[src/rtl/seg7_scan_if.sv]
// Display-bus inputs and captured-frame outputs shared by seg7_scan_capture and its drivers.
interface seg7_scan_if #(
  parameter int N_DIGITS = 4
);
  logic [6:0]            seg_in;
  logic [N_DIGITS-1:0]   dig_sel;
  logic                  frame_ready;
  logic                  frame_valid;
  logic [4*N_DIGITS-1:0] bcd_out;
  logic [N_DIGITS-1:0]   blank_mask;
  logic [N_DIGITS-1:0]   err_mask;
  logic                  overrun;

  modport master (
    output seg_in, dig_sel, frame_ready,
    input  frame_valid, bcd_out, blank_mask, err_mask, overrun
  );

  modport slave (
    input  seg_in, dig_sel, frame_ready,
    output frame_valid, bcd_out, blank_mask, err_mask, overrun
  );
endinterface

[src/rtl/seg7_scan_capture.sv]
// Scrapes a multiplexed 7-segment bus, decodes each settled digit and delivers whole frames.
// Optional macro HEX_DECODE_EN adds decoding of the A-F glyphs.
module seg7_scan_capture #(
  parameter int N_DIGITS   = 4,
  parameter int SETTLE_CYC = 4
) (
  input  logic       clk,
  input  logic       rst,
  seg7_scan_if.slave bus
);
  localparam int CW = $clog2(SETTLE_CYC);
  localparam logic [CW-1:0] CNT_MAX = CW'(SETTLE_CYC - 1);
  localparam logic [CW-1:0] CNT_CAP = CW'(SETTLE_CYC - 2);

  typedef enum logic [1:0] {
    IDLE   = 2'd0,
    SETTLE = 2'd1,
    HOLD   = 2'd2
  } state_t;

  state_t              state_q, state_d;
  logic [N_DIGITS-1:0] sel_q, sel_d;
  logic [6:0]          seg_q, seg_d;
  logic [CW-1:0]       cnt_q, cnt_d;
  logic                in_changed;
  logic                sel_onehot;
  logic                capture;
  logic                complete;
  logic                load;
  logic [5:0]          dec;

  logic [N_DIGITS-1:0]   captured;
  logic [4*N_DIGITS-1:0] stage_bcd;
  logic [N_DIGITS-1:0]   stage_blank;
  logic [N_DIGITS-1:0]   stage_err;

  logic                  valid_q, valid_d;
  logic                  overrun_q, overrun_d;
  logic [4*N_DIGITS-1:0] out_bcd_q, out_bcd_d;
  logic [N_DIGITS-1:0]   out_blank_q, out_blank_d;
  logic [N_DIGITS-1:0]   out_err_q, out_err_d;

  // Result packing: {err, blank, nibble}
  function automatic logic [5:0] decode(input logic [6:0] s);
    logic [5:0] r;
    r = 6'b10_0000;
    case (s)
      7'h7E:   r = {2'b00, 4'h0};
      7'h30:   r = {2'b00, 4'h1};
      7'h6D:   r = {2'b00, 4'h2};
      7'h79:   r = {2'b00, 4'h3};
      7'h33:   r = {2'b00, 4'h4};
      7'h5B:   r = {2'b00, 4'h5};
      7'h5F:   r = {2'b00, 4'h6};
      7'h70:   r = {2'b00, 4'h7};
      7'h7F:   r = {2'b00, 4'h8};
      7'h7B:   r = {2'b00, 4'h9};
      7'h00:   r = 6'b01_0000;
`ifdef HEX_DECODE_EN
      7'h77:   r = {2'b00, 4'hA};
      7'h1F:   r = {2'b00, 4'hB};
      7'h4E:   r = {2'b00, 4'hC};
      7'h3D:   r = {2'b00, 4'hD};
      7'h4F:   r = {2'b00, 4'hE};
      7'h47:   r = {2'b00, 4'hF};
`endif
      default: r = 6'b10_0000;
    endcase
    return r;
  endfunction

  // Change detection looks at the value about to be registered, so the FSM tracks the
  // input register in lock-step and capture lands exactly SETTLE_CYC-1 edges after a change.
  always_comb begin
    sel_d      = bus.dig_sel;
    seg_d      = bus.seg_in;
    in_changed = ({sel_d, seg_d} != {sel_q, seg_q});
    sel_onehot = $onehot(sel_d);
    if (in_changed) begin
      cnt_d = '0;
    end else if (cnt_q == CNT_MAX) begin
      cnt_d = cnt_q;
    end else begin
      cnt_d = cnt_q + CW'(1);
    end
  end

  always_comb begin
    state_d = state_q;
    capture = 1'b0;
    case (state_q)
      IDLE: begin
        if (sel_onehot) state_d = SETTLE;
      end
      SETTLE: begin
        if (!sel_onehot) begin
          state_d = IDLE;
        end else if (!in_changed && cnt_q >= CNT_CAP) begin
          capture = 1'b1;
          state_d = HOLD;
        end
      end
      HOLD: begin
        if (sel_d != sel_q) state_d = sel_onehot ? SETTLE : IDLE;
      end
      default: state_d = IDLE;
    endcase
  end

  always_ff @(posedge clk or posedge rst) begin
    if (rst) begin
      state_q <= IDLE;
      sel_q   <= '0;
      seg_q   <= '0;
      cnt_q   <= '0;
    end else begin
      state_q <= state_d;
      sel_q   <= sel_d;
      seg_q   <= seg_d;
      cnt_q   <= cnt_d;
    end
  end

  assign dec = decode(seg_q);

  // sel_q is one-hot whenever capture fires, so it doubles as the per-digit write enable.
  generate
    for (genvar gi = 0; gi < N_DIGITS; gi++) begin : g_digit
      logic [3:0] stg_nib_q, stg_nib_d;
      logic       stg_blank_q, stg_blank_d;
      logic       stg_err_q, stg_err_d;
      logic       cap_q, cap_d;
      logic       wr;

      always_comb begin
        wr          = capture && sel_q[gi];
        stg_nib_d   = stg_nib_q;
        stg_blank_d = stg_blank_q;
        stg_err_d   = stg_err_q;
        cap_d       = (cap_q && !complete) || wr;
        if (wr) {stg_err_d, stg_blank_d, stg_nib_d} = dec;
      end

      always_ff @(posedge clk or posedge rst) begin
        if (rst) begin
          stg_nib_q   <= '0;
          stg_blank_q <= 1'b0;
          stg_err_q   <= 1'b0;
          cap_q       <= 1'b0;
        end else begin
          stg_nib_q   <= stg_nib_d;
          stg_blank_q <= stg_blank_d;
          stg_err_q   <= stg_err_d;
          cap_q       <= cap_d;
        end
      end

      assign captured[gi]         = cap_q;
      assign stage_bcd[4*gi +: 4] = stg_nib_q;
      assign stage_blank[gi]      = stg_blank_q;
      assign stage_err[gi]        = stg_err_q;
    end
  endgenerate

  // A completed frame either replaces the output slot (free or being accepted) or is dropped.
  always_comb begin
    complete    = &captured;
    load        = complete && (!valid_q || bus.frame_ready);
    overrun_d   = complete && !load;
    valid_d     = load || (valid_q && !bus.frame_ready);
    out_bcd_d   = out_bcd_q;
    out_blank_d = out_blank_q;
    out_err_d   = out_err_q;
    if (load) begin
      out_bcd_d   = stage_bcd;
      out_blank_d = stage_blank;
      out_err_d   = stage_err;
    end
  end

  always_ff @(posedge clk or posedge rst) begin
    if (rst) begin
      valid_q     <= 1'b0;
      overrun_q   <= 1'b0;
      out_bcd_q   <= '0;
      out_blank_q <= '0;
      out_err_q   <= '0;
    end else begin
      valid_q     <= valid_d;
      overrun_q   <= overrun_d;
      out_bcd_q   <= out_bcd_d;
      out_blank_q <= out_blank_d;
      out_err_q   <= out_err_d;
    end
  end

  assign bus.frame_valid = valid_q;
  assign bus.overrun     = overrun_q;
  assign bus.bcd_out     = out_bcd_q;
  assign bus.blank_mask  = out_blank_q;
  assign bus.err_mask    = out_err_q;
endmodule

[src/flat_wrapper.sv]
// flat-port wrapper written by rule: the top's interface ports become plain ports
module seg7_scan_capture_flat 
#(
  parameter int N_DIGITS   = 4,
  parameter int SETTLE_CYC = 4
)
  (clk, rst, bus_seg_in, bus_dig_sel, bus_frame_ready, bus_frame_valid, bus_bcd_out, bus_blank_mask, bus_err_mask, bus_overrun);
  seg7_scan_if #(.N_DIGITS(N_DIGITS)) bus_i ();
  input  logic clk;
  input  logic rst;
  input wire logic [$bits(bus_i.seg_in)-1:0] bus_seg_in;
  input wire logic [$bits(bus_i.dig_sel)-1:0] bus_dig_sel;
  input wire logic [$bits(bus_i.frame_ready)-1:0] bus_frame_ready;
  output wire logic [$bits(bus_i.frame_valid)-1:0] bus_frame_valid;
  output wire logic [$bits(bus_i.bcd_out)-1:0] bus_bcd_out;
  output wire logic [$bits(bus_i.blank_mask)-1:0] bus_blank_mask;
  output wire logic [$bits(bus_i.err_mask)-1:0] bus_err_mask;
  output wire logic [$bits(bus_i.overrun)-1:0] bus_overrun;
  assign bus_i.seg_in = bus_seg_in;
  assign bus_i.dig_sel = bus_dig_sel;
  assign bus_i.frame_ready = bus_frame_ready;
  assign bus_frame_valid = bus_i.frame_valid;
  assign bus_bcd_out = bus_i.bcd_out;
  assign bus_blank_mask = bus_i.blank_mask;
  assign bus_err_mask = bus_i.err_mask;
  assign bus_overrun = bus_i.overrun;
  seg7_scan_capture #(.N_DIGITS(N_DIGITS), .SETTLE_CYC(SETTLE_CYC)) u_core (.clk(clk), .rst(rst), .bus(bus_i));
endmodule
[config.mk]
export PLATFORM = sky130hd
export DESIGN_NAME = seg7_scan_capture_flat
export DESIGN_NICKNAME = d
export VERILOG_FILES = /design/src/rtl/seg7_scan_if.sv /design/src/rtl/seg7_scan_capture.sv /design/src/flat_wrapper.sv
export SDC_FILE = /design/constraint.sdc
export NUM_CORES = 1
export LEC_CHECK = 0
export CORE_AREA = 2 2 75 77
export CTS_CLUSTER_SIZE = 14
export DETAILED_ROUTE_END_ITERATION = 7
export DIE_AREA = 0 0 77 79
export PLACE_DENSITY = 0.87
export SLEW_MARGIN = 5
export SYNTH_ARGS = -nofsm -noshare
export SYNTH_HDL_FRONTEND = slang
export SYNTH_SLANG_ARGS = --single-unit
[constraint.sdc]
create_clock -name clk -period 3.7 [get_ports clk]
set_clock_uncertainty 0.15 [all_clocks]
set_input_delay 0.74 -clock clk [delete_from_list [all_inputs] [get_ports clk]]
set_output_delay 0.74 -clock clk [all_outputs]
set_load 0.05 [all_outputs]
; ---- Yosys cells after proc, flatten, opt, wreduce, memory -nomap -nowiden
; Index checks and enable logic that the tools add are counted.
[totals]
output_inout_bits = 26
input_bits = 14
reg_bits = 69
[op_classes]
n_reduce_logical = 27
n_eq_ne = 20
n_addsub = 4
muxes = 12
order_cmp = 1
[op_table]
columns = operator, count
row1 = $pmux 6 s11, 1
row2 = $eq 7x7->1 const B, 8
row3 = $eq 7x6->1 const B, 2
row4 = $logic_and 1x1->1, 12
row5 = $mux 2, 6
row6 = $ne 11x11->1, 1
row7 = $logic_not 7->1, 1
row8 = $logic_or 1x1->1, 6
row9 = $ne 2x1->1 const B, 3
row10 = $pmux 2 s3, 1
row11 = $logic_not 1->1, 5
row12 = $add 1x1->2, 2
row13 = $eq 2x2->1 const B, 2
row14 = $mux 1, 4
row15 = $ne 4x4->1, 1
row16 = $reduce_and 4->1, 1
row17 = $add 3x3->3, 1
row18 = $eq 3x1->1 const B, 1
row19 = $ne 3x3->1 const B, 1
row20 = $reduce_and 3->1, 1
row21 = $add 2x1->2 const B, 1
row22 = $eq 2x1->1 const B, 1
row23 = $ge 2x2->1 const B, 1
row24 = $logic_not 2->1, 1

; ---- Depth between registers and ports, before layout
[logic_depth]
ltp_word = 8
ltp_mapped = 8
ltp_nobuf = 8

; ---- Worst setup path before layout
; Ideal clock, no wire load.
[synth_path]
kind = input to register
startpoint = input bus_dig_sel[2]
endpoint = register u_core.g_digit[0].stg_nib_q[1]
arrival_time_ns = 2.705
path_slack_ns = 0.717
cell_stages = 8
path_buffers = 0
setup_ns = 0.128
path_cell_list = ha_1 > ha_1 > fa_1 > nor2_1 > nand2_1 > nor3_4 > nand3_4 > mux2_1
[synth_via]
elab_chain_len = 7
word_cells_on_any_way = 10
cone_classes = add/sub (2) / eq/ne (2) / mux (3) / reduce/logical (3)
[synth_rtl]
columns = item, line
row1 = from (decl), flat_wrapper.sv:12  ; input wire logic [$bits(bus_i.dig_sel)-1:0] bus_dig_sel;
row2 = "parallel branches: the longest is 4 deep, another holds $add 3x3->3", -
row3 = $mux 1 *, seg7_scan_capture.sv:96  ; if (!sel_onehot) begin
row4 = $mux 1 *, seg7_scan_capture.sv:91  ; case (state_q)
row5 = $logic_and 1x1->1 *, seg7_scan_capture.sv:136  ; wr = capture && sel_q[gi];
row6 = to (signal assigned), seg7_scan_capture.sv:151  ; stg_nib_q <= stg_nib_d;
row7 = to (decl), seg7_scan_capture.sv:129  ; logic [3:0] stg_nib_q, stg_nib_d;
; Mark *: on every way between the ends.
; A chain may end at the register's enable or synchronous reset.

; ---- Worst setup path after layout
[layout_path]
startpoint = input bus_dig_sel[0]
endpoint = register u_core.g_digit[2].stg_nib_q[1]
[layout_via]
elab_chain_len = 7
word_cells_on_any_way = 10
cone_classes = add/sub (2) / eq/ne (2) / mux (3) / reduce/logical (3)
[layout_rtl]
columns = item, line
row1 = "parallel branches: the longest is 4 deep, another holds $add 3x3->3", -
row2 = $mux 1 *, seg7_scan_capture.sv:96
row3 = $mux 1 *, seg7_scan_capture.sv:91
row4 = $logic_and 1x1->1 *, seg7_scan_capture.sv:136
row5 = to (signal assigned), seg7_scan_capture.sv:151
row6 = to (decl), seg7_scan_capture.sv:129
; Marks and branches as above.

==> flow_metrics.tcl <==
set metrics [dict create \
    status "completed" \
    wl_per_cell_microns 15.20 \
    cp_data_required_time_ns 3.77 \
    worst_path_most_repeated_cell "ha_1" \
    post_cts_buffers 0 \
    antenna_left 0 \
    first_pass_iters 4 \
    peakVddDrop_uv 401.6 \
    pin_count 40 \
    track_usage 0.2016 \
    synth_top_family_by_area "multiplexers" \
    final_max_slew_viol_count 0 \
    end_kind "register" \
    gr-total-overflow 0 \
    synth_enable_flop_cells 0 \
    finalHoldViolCount 0 \
    synth_xor_area_frac 0.03790 \
    drt_iter0_markers 128 \
    die_x_microns 77 \
    h-tree-depth 3 \
    dp_cells 338 \
    grt_pass1_wl_microns 9177 \
    synth_compound_area_frac 0.03665 \
    ys_ff_latch 69 \
    powerDensity_nw_per_um2 427.6 \
    vias_per_cell 5.289 \
    arrival_ns 3.25 \
    fin_crit_sh 0.8604 \
    worstHoldStart "u_core.g_digit[2].cap_q" \
    post-route-min-period_ns 3.184 \
    port_buffers 39 \
    synthSimpleGateAreaFrac 0.1058 \
    diodes 0 \
    die_area_sq_um 6083 \
    start_util 0.5628 \
    worstSetupPathType "in -> reg" \
    synthMuxAreaShare 0.1733 \
    syn_inst 230 \
    cts_tree "done" \
    place_area_sq_um 3498 \
    worstPathMaxFanout 6 \
    routed-via-count 1867 \
    setup_tns_ns 0 \
    cpMaxStageDelayCell "clkdlybuf4s50_1" \
    synthFlopType "dfrtp_1" \
    hpwlAfterDp_microns 3936 \
    antenna_found_initial 0 \
    synth_area_sq_um 3004 \
    worstHoldPathType "reg -> reg" \
    setup_viol 0 \
    worstPathCellList "clkdlybuf4s50_1, ha_1, ha_1, fa_1, nor2_1, nand2_1, nor3_4, buf_12, nand3_4, mux2_1" \
    cts_buffers 9 \
    tightestPinTransition_ns 0.5494 \
    r2r-start "u_core.sel_q[3]" \
    max_stage_delay_ns 0.47 \
    clock_sinks 69 \
    crit_path_start "bus_dig_sel[0]" \
    grt_max_degree 28 \
    fp-row-count 27 \
    synth_fa_ha_area_frac 0.02749 \
    finish.instance_area_sq_um 3711 \
    yosysWarnings 0 \
    wl_microns 5367 \
    insertion_delay_ns 0.34 \
    final_nets 297 \
    ctsHoldBuffers 0 \
    synth_seq_area_share 0.5748 \
    grt_pass1_vias 1904 \
    synthDistinctLibCells 38 \
    stdcell_count 353 \
    drc 0 \
    cts_resized 0 \
    async_reset_ff_frac 1.000 \
    max_freq_ghz 0.3141 \
    clk_path_buf_depth 2 \
    core_area_sq_um 5338 \
    synth_fp_nets 250 \
    p_leak_nw 1.841 \
    clockRootBuffer "clkbuf_8" \
    clk_pin_slew_ns 0.07 \
    crit_path_start_kind "input pin" \
    slew-limit-headroom 0.6298 \
    place.gp.congestion 0.8421 \
    drive_above_1_share 0.1993 \
    syn2layout_area_growth_pct 23.53 \
    avgSynthCellArea_sq_um 13.06 \
    die_h_microns 79 \
    rsz0062_at_grt "no" \
    maxCapViolations 0 \
]
==> report_power, final <==
part	total, W	switching [W]	internal [W]
sequential	0.000791	0.0000194	0.000771
combinational	0.000132	0.0000786	0.0000538
clock	0.000664	0.000273	0.000391
total	0.00159	0.000371	0.00122
==> critical path, delay by kind of cell <==
kind,cells,cell delay (ns)
adders and majority gates,3,0.96
buffers and inverters,2,0.63
and+or+nand+nor,4,0.56
muxes,1,0.35
==> worst paths after layout <==
path | end | slack, ns | depth (start not counted)
setup / recovery | u_core.g_digit[2].stg_nib_q[1] | 0.52 | 10
hold / removal | u_core.g_digit[2].cap_q | 0.34 | 2
setup reg to reg | u_core.g_digit[2].stg_nib_q[1] | 1.30 | 5
hold reg to reg | u_core.g_digit[2].cap_q | 0.34 | 2
max in group asynchronous | u_core.g_digit[3].stg_nib_q[2] | 2.09 | 3
min in group asynchronous | u_core.seg_q[4] | 0.62 | 2
==> cell usage after synthesis, types with 2 or more instances <==
cell type  count  area share
nand3_1        3      0.0050
nand2b_1       2      0.0042
clkbuf_1       5      0.0062
buf_6          2      0.0075
nor2_1         7      0.0087
o21ai_0        5      0.0083
mux2_1         8       0.030
nand4_1        4      0.0083
xor2_1        12       0.035
inv_1         19       0.024
nand3_4        4       0.023
a21oi_1        3      0.0050
mux2_2        24       0.090
nand2_1       16       0.020
nor4_2         2      0.0083
buf_2          3      0.0050
dfrtp_1       69        0.57
o2111ai_1      2      0.0058
mux2i_1       16       0.053
ha_1           5       0.021
nor2b_1        2      0.0042
==> layer usage <==
layer / up-vias / global-route usage / share of wire
met1: 928 / 0.2504 / 0.44
met2: 40 / 0.3254 / 0.51
li1: 887 / - / -
met3: 12 / 0.03977 / 0.024
met5: - / 0 / 0
met4: 0 / 0.1304 / 0.027
==> cells by family (layout without fill, tap and decap cells) <==
group / after synthesis / after routing
AO/OA/AOI/OAI: 16 / 16
adder cells (fa/ha/maj): 6 / 6
XOR/XNOR: 13 / 13
buffers and inverters: 30 / 81
multiplexers: 48 / 48
AND/OR/NAND/NOR: 48 / 48
flip-flops: 69 / 69
==> metrics by stage <==
step	total power [W]	utilization	setup WS (ns)	hold slack (ns)
final	0.001587	0.6953	0.5164	0.3350
after global routing	0.001650	0.6953	0.4301	0.3582
after CTS	0.001602	0.6953	0.5189	0.3301
after detailed placement	0.0009391	0.6554	0.1984	0.3133
after global placement	0.0009344	0.6554	0.2766	0.3044
after floorplan	0.0008889	-	0.7173	0.2894
==> registers in the layout, indices dropped and copies added, names as in the netlist <==
register                    cells
u_core.g_digit.stg_err_q        4
u_core.cnt_q                    2
u_core.bus.bcd_out             16
u_core.g_digit.stg_blank_q      4
u_core.bus.overrun              1
u_core.bus.blank_mask           4
u_core.g_digit.cap_q            4
u_core.g_digit.stg_nib_q       16
u_core.sel_q                    4
u_core.bus.err_mask             4
u_core.state_q                  2
u_core.bus.frame_valid          1
u_core.seg_q                    7
==> placed cells by master (no fill, tap or decap), types with 2 or more instances in the layout <==
master           netlist  layout
mux2i_1               16      16
nand4_1                4       4
o2111ai_1              2       2
clkdlybuf4s50_1        0      39
o21ai_0                5       5
nor4_2                 2       2
xor2_1                12      12
nand3_1                3       3
clkinv_2               0       3
nand3_4                4       4
mux2_1                 8       8
nand2_1               16      16
bufinv_16              0       2
a21oi_1                3       3
nand2b_1               2       2
dfrtp_1               69      69
mux2_2                24      24
clkbuf_8               0      10
buf_4                  0       7
inv_1                 19      18
ha_1                   5       5
nor2_1                 7       7
==> cell type report <==
| class | count | area [sq um] |
|---|---|---|
| fillers | 404 | 1627 |
| well taps | 72 | 90.09 |
| inverters | 19 | 71.32 |
| clock buffers | 10 | 137.6 |
| flip-flops and latches | 69 | 1727 |
| clock inverters | 5 | 75.07 |
| multi-input cells | 131 | 1147 |
| repair buffers | 47 | 462.9 |
(Power assumes the default switching activity.)
